[config.mk]
export PLATFORM = sky130hd
export DESIGN_NAME = mips_fetch_unit
export DESIGN_NICKNAME = d
export VERILOG_FILES = /design/src/rtl/mips_fetch_unit.sv
export SDC_FILE = /design/constraint.sdc
export NUM_CORES = 1
export LEC_CHECK = 0
export ABC_AREA = 0
export BUFFER_PORTS_ARGS = -buffer_cell sky130_fd_sc_hd__buf_4
export CAP_MARGIN = 20
export CORE_ASPECT_RATIO = 0.9
export CORE_MARGIN = 2
export CORE_UTILIZATION = 35
export DETAILED_ROUTE_END_ITERATION = 12
export PLACE_DENSITY = 0.55
export SYNTH_ARGS = -nofsm -noshare
export SYNTH_HDL_FRONTEND = slang
export SYNTH_SLANG_ARGS = --single-unit
[constraint.sdc]
create_clock -name clock -period 7.4 [get_ports clock]
set_input_delay 1.11 -clock clock [delete_from_list [all_inputs] [get_ports clock]]
set_output_delay 1.11 -clock clock [all_outputs]
set_load 0.02 [all_outputs]
[src/rtl/mips_fetch_unit.sv]
// Purpose: MIPS instruction-fetch stage; owns the PC, reads imem over req/ack, hands words to decode.
// Latency: ack in cycle N -> instr_valid in N+1; decoder ready in cycle M -> next imem_req in M+1.
// Backpressure: holds one word until instr_ready; no new fetch is issued while a word is held.
// Ports: clock/reset; imem_req/imem_addr/imem_ack/imem_data (memory side);
//        instr/instr_pc/instr_valid/instr_ready (decode side); redirect/redirect_target;
//        err_misaligned (sticky), fetch_count (accepted instructions, wraps).
module mips_fetch_unit #(
    parameter logic [31:0] RESET_PC = 32'h0000_0000
) (
    input  logic        clock,
    input  logic        reset,
    output logic        imem_req,
    output logic [31:0] imem_addr,
    input  logic        imem_ack,
    input  logic [31:0] imem_data,
    output logic [31:0] instr,
    output logic [31:0] instr_pc,
    output logic        instr_valid,
    input  logic        instr_ready,
    input  logic        redirect,
    input  logic [31:0] redirect_target,
    output logic        err_misaligned,
    output logic [31:0] fetch_count
);

    typedef enum logic [1:0] {
        S_IDLE    = 2'd0,
        S_FETCH   = 2'd1,
        S_DISCARD = 2'd2,
        S_HOLD    = 2'd3
    } state_t;

    state_t      state_q, state_d;
    logic [31:0] pc_q, pc_d;
    logic        req_q, req_d;
    logic [31:0] addr_q, addr_d;
    logic [31:0] instr_q, instr_d;
    logic [31:0] instr_pc_q, instr_pc_d;
    logic        valid_q, valid_d;
    logic        err_q, err_d;
    logic [31:0] count_q, count_d;

    // Redirect targets are always used word-aligned; the low bits only feed the error flag.
    logic [31:0] target_aligned;
    assign target_aligned = {redirect_target[31:2], 2'b00};

    always_comb begin
        state_d    = state_q;
        pc_d       = pc_q;
        req_d      = req_q;
        addr_d     = addr_q;
        instr_d    = instr_q;
        instr_pc_d = instr_pc_q;
        valid_d    = valid_q;
        err_d      = err_q;
        count_d    = count_q;

        // IDLE lasts only the first cycle after reset, so redirects are only honoured afterwards.
        if (redirect && (state_q != S_IDLE) && (redirect_target[1:0] != 2'b00)) begin
            err_d = 1'b1;
        end

        case (state_q)
            S_IDLE: begin
                state_d = S_FETCH;
                req_d   = 1'b1;
                addr_d  = pc_q;
            end
            S_FETCH: begin
                if (redirect) begin
                    pc_d = target_aligned;
                    if (imem_ack) begin
                        // Wrong-path word dropped; request the target right away.
                        addr_d = target_aligned;
                    end else begin
                        // Request cannot be withdrawn: wait out its ack in DISCARD.
                        state_d = S_DISCARD;
                    end
                end else if (imem_ack) begin
                    instr_d    = imem_data;
                    instr_pc_d = addr_q;
                    valid_d    = 1'b1;
                    pc_d       = addr_q + 32'd4;
                    req_d      = 1'b0;
                    state_d    = S_HOLD;
                end
            end
            S_DISCARD: begin
                if (redirect) begin
                    pc_d = target_aligned;
                end
                if (imem_ack) begin
                    state_d = S_FETCH;
                    addr_d  = redirect ? target_aligned : pc_q;
                end
            end
            S_HOLD: begin
                if (redirect) begin
                    // Held word squashed; any same-cycle ready is void.
                    valid_d = 1'b0;
                    pc_d    = target_aligned;
                    addr_d  = target_aligned;
                    req_d   = 1'b1;
                    state_d = S_FETCH;
                end else if (instr_ready) begin
                    count_d = count_q + 32'd1;
                    valid_d = 1'b0;
                    addr_d  = pc_q;
                    req_d   = 1'b1;
                    state_d = S_FETCH;
                end
            end
            default: begin
                state_d = S_IDLE;
            end
        endcase
    end

    always_ff @(posedge clock or posedge reset) begin
        if (reset) begin
            state_q    <= S_IDLE;
            pc_q       <= RESET_PC;
            req_q      <= 1'b0;
            addr_q     <= RESET_PC;
            instr_q    <= 32'd0;
            instr_pc_q <= 32'd0;
            valid_q    <= 1'b0;
            err_q      <= 1'b0;
            count_q    <= 32'd0;
        end else begin
            state_q    <= state_d;
            pc_q       <= pc_d;
            req_q      <= req_d;
            addr_q     <= addr_d;
            instr_q    <= instr_d;
            instr_pc_q <= instr_pc_d;
            valid_q    <= valid_d;
            err_q      <= err_d;
            count_q    <= count_d;
        end
    end

    assign imem_req       = req_q;
    assign imem_addr      = addr_q;
    assign instr          = instr_q;
    assign instr_pc       = instr_pc_q;
    assign instr_valid    = valid_q;
    assign err_misaligned = err_q;
    assign fetch_count    = count_q;

endmodule

# After elaboration in Yosys (flattened, before gate mapping)
# Index checks and enable logic that the tools add are counted.
# word_totals
wordCells	65
in_bits	69
regBits	165
# classes
n_mux	27
n_addsub	2
bitwise	1
eq_ne	10
reduce_logical	16
# ops
cell	n
2-to-1 mux 32 bit	8
case mux 32 bit (4 select lines)	1
case mux 32 bit (2 select lines)	1
adder 32 x 1 -> 32 bit (second input constant)	1
adder 32 x 3 -> 32 bit (second input constant)	1
AND reduction 4 bit	4
2-to-1 mux 2 bit	6
!= test 3 bit (second input constant)	3
2-to-1 mux 1 bit	8
!= test 2 bit (second input constant)	4
case mux 2 bit (4 select lines)	1
nonzero test 2 bit	4
AND reduction 3 bit	2
equality test 2 bit (second input constant)	2
case mux 1 bit (3 select lines)	1
nonzero test 3 bit	1
equality test 2 x 1 -> 1 bit (second input constant)	1
logical AND 1 bit	2
zero test 2 bit	1
case mux 1 bit (2 select lines)	1
AND reduction 2 bit	1
OR reduction 2 bit	1
NOT 1 bit	1

# Longest topological paths before layout
# logic_depth
ltp_word	4
depth_mapped	9

# Least setup slack after synthesis
# OpenSTA, ideal clock, no wires.
# synth_path
kind	input-to-reg
start	input port imem_ack
end	register instr_pc_q[10], in the netlist instr_pc[10]
slack_ps	4944
stages	6
arrival_time_ps	2332
required_ps	7275
setup_time_ps	125
cell_sequence	inv_1 -> nor2_1 -> nand2_1 -> clkbuf_1 -> buf_2 -> mux2_2
# synth_between
elab_chain_cells	1
# synth_lines
item	line	text
from (decl)	14	input logic imem_ack,
AND reduction 3 bit (no line)	--	
to (signal assigned)	136	instr_pc_q <= instr_pc_d;
to (decl)	38	logic [31:0] instr_pc_q, instr_pc_d;
# No other way between the ends.
# A chain may end at the register's enable or synchronous reset.

# Worst setup path after layout
# layout_path
start	input port imem_ack
end	register instr_q[11], in the netlist instr[11]
# layout_between
elab_chain_cells	1
# layout_lines
item	line	text
AND reduction 3 bit (no line)	--	
to (signal assigned)	135	instr_q <= instr_d;
to (decl)	37	logic [31:0] instr_q, instr_d;
# No other way between the ends.

==> results.cfg <==
[run_status]
status = complete, no violations

[worst_setup_path]
critPathKind = primary input to flip-flop
regToRegSetupSlack_ps = 4960
path_max_fanout = 67
arrival_ps = 2770
startpoint_type_of_the_worst_setup_path = primary input
critPathCaptureType = flip-flop
critPathRequiredTime_ps = 7710

[die]
dieWidth_um = 157
io_pins = 200
design.die.area_um2 = 22200
die_h_um = 142
initial_core_util_pct = 35.6
placement_rows = 50
coreArea_um2 = 20700

[final_layout]
final_cell_mix = 204 x buf_4, 165 x dfrtp_1, 63 x nand2_1, 62 x mux2_2, 56 x o21ai_0
fillerInstances = 1894
drive_above_1_share_pct = 36.1
fin_util_pct = 47.1
final_area_um2 = 9760
nNetsFinal = 924
areaGrowthSynthToFinish_pct = 32.4
num_antenna_cells = 0
layout_commonest_cell = buf_4

[sta]
setup_total_negative_slack_ps = 0
report.final.hold_viol_count = 0
final_period_minus_worst_setup_slack_ps = 2460
post-route-period-util_pct = 33.2
grt_setup_unrepaired = false
finalClockSkew_ps = 7.84
maxSlewViolCount = 0
fin_ws_ps = 4940
slew-limit-headroom_pct = 35.8
max_freq_ghz = 0.406
setup_viol_count_final = 0
tightest_slew_ps = 963

[yosys]
combinational_family_with_the_most_area_after_synthesis = compound AO/OA/AOI/OAI gates
synth-xor-area-share_pct = 6.77
adder_cell_share_of_the_synthesized_area_pct = 1.02
synth_area_leaders = dfrtp_1 56%, mux2_2 9.5%, a22oi_1 5.4%
synth_warnings = 0
synthesis.area_um2 = 7370
synth_mux_area_share_pct = 9.61
synth_area_per_cell_um2 = 11.2
yosysSeqAreaShare_pct = 56.0
synth-compound-area-share_pct = 13.1
synthesis.nets = 732
synth.distinct_cells = 45
yosys.area.top_type = dfrtp_1
ys_seq_elements = 165
netlist.area_leader.share_pct = 56.0
syn_inst = 657
edff_count_synth = 0
area_fraction_in_and_or_nand_and_nor_cells_after_synthesis_pct = 10.8
ys_async_sr_fraction_pct = 100
postSynth.topFlopCell = dfrtp_1

[clock_tree]
clockRootBuffer = clkbuf_16
cts_tree = yes
post_cts_repair_resize_count = 0
clk_latency_ps = 420
post-cts-setup-buffer-count = 0
hold_buffers = 0
clk_transition_reported_paths_ps = 60
clock_sinks = 165
cts_htree_levels = 4
cts_inserted_buffers = 17
cts.path.max_buffers = 2

[drt]
num_vias = 5841
drc_errors = 0
wl_per_cell_um = 17.0
firstDrtPassIters = 5
postRouteAntennaNets = 0
drtIter0Drc = 393
vias_per_cell = 5.09
finalWirelength_um = 19500

[global_route]
grt_antenna_before_repair = 0
grt.overflow.total = 0
grt_pass1_wl_um = 31100
number_of_global_route_vias_before_repair = 5785
grt_max_degree = 92
grt.total_usage_pct = 17.7

[placed_design]
buffer_ports.inserted = 199
detailedPlacementHpwl_um = 13300
preCtsSetupSlack_ps = 4490
place_congestion = 0.792
post_dp_cell_area_um2 = 9160

[hold_path]
worstHoldPathType = flip-flop to flip-flop

[power_and_ir_drop]
p_leak_uw = 0.00449
worst_supply_voltage_drop_on_vdd_uv = 183
power.density_nw_per_um2 = 436

[job]
drv.max_cap_violation_count = 0
## state kept, by name (all words and copies together), names as in the netlist
register,cells
pc_q,32
instr,32
state_q,2
imem_req,1
instr_pc,32
instr_valid,1
imem_addr,32
fetch_count,32
err_misaligned,1
## worst paths after layout
| path | from | cells after the start | endpoint |
|---|---|---|---|
| max in group asynchronous | reset | 3 | instr_pc[18] |
| worst max register to register | state_q[0] | 7 | imem_addr[13] |
| worst max-delay path | imem_ack | 5 | instr[11] |
| worst min-delay path | fetch_count[31] | 1 | fetch_count[31] |
| min in group asynchronous | reset | 2 | instr[26] |
| worst min register to register | fetch_count[31] | 1 | fetch_count[31] |
## per-layer routing
metal / track usage (%) / share of wire [%] / up-vias
met5: 0 / 0 / -
met4: 5.94 / 1.5 / 0
met3: 4.12 / 5.9 / 23
met2: 27.6 / 47 / 183
met1: 24.3 / 45 / 2895
li1: - / - / 2740
## kinds of logic after synthesis
logic type | count (synthesis)
simple gates | 163
xor+xnor | 57
buf+inv | 47
mux | 63
flops | 165
compound gates | 156
fa+ha+maj | 6
## critical path, stage by stage
cell and delay (ps):
buf_4 100, inv_1 90, nor2_1 350, nand2_4 590, mux2_2 500
## final cells by class
cell class	instances	area, um^2	share of cell area (%)
sequential	165	4130	42.3
tap	286	358	3.67
clock inverter	13	148	1.51
multi-input combinational	445	3070	31.5
clock buffer	19	453	4.64
inverter	16	65.1	0.667
timing repair buffer	204	1530	15.7
## stage by stage
| step | hold slack [ps] | instances | power (uW) |
|---|---|---|---|
| finish | 478 | 1148 | 4250 |
| global route | 494 | 1148 | 4530 |
| CTS | 483 | 1148 | 4290 |
| detailed placement | 473 | 1116 | 3380 |
| global placement | 462 | 1116 | 3320 |
| floorplan | 472 | 657 | 2630 |
## power by group
part	leakage (uW)	switching [uW]	internal (uW)
logic	0.00215	1020	768
clock network	0.000283	378	519
registers	0.00206	312	1250
total	0.00449	1710	2540
## synthesized netlist by cell type, drive strengths merged (7+ instances only)
library cell	count
dfrtp	165
nand2	64
mux2	62
o21ai	62
a22oi	53
xnor2	32
nor2	30
clkbuf	25
xor2	25
a21oi	19
nand4	18
inv	16
nand3	15
nor3	15
and3	7
(Power assumes the default switching activity.)
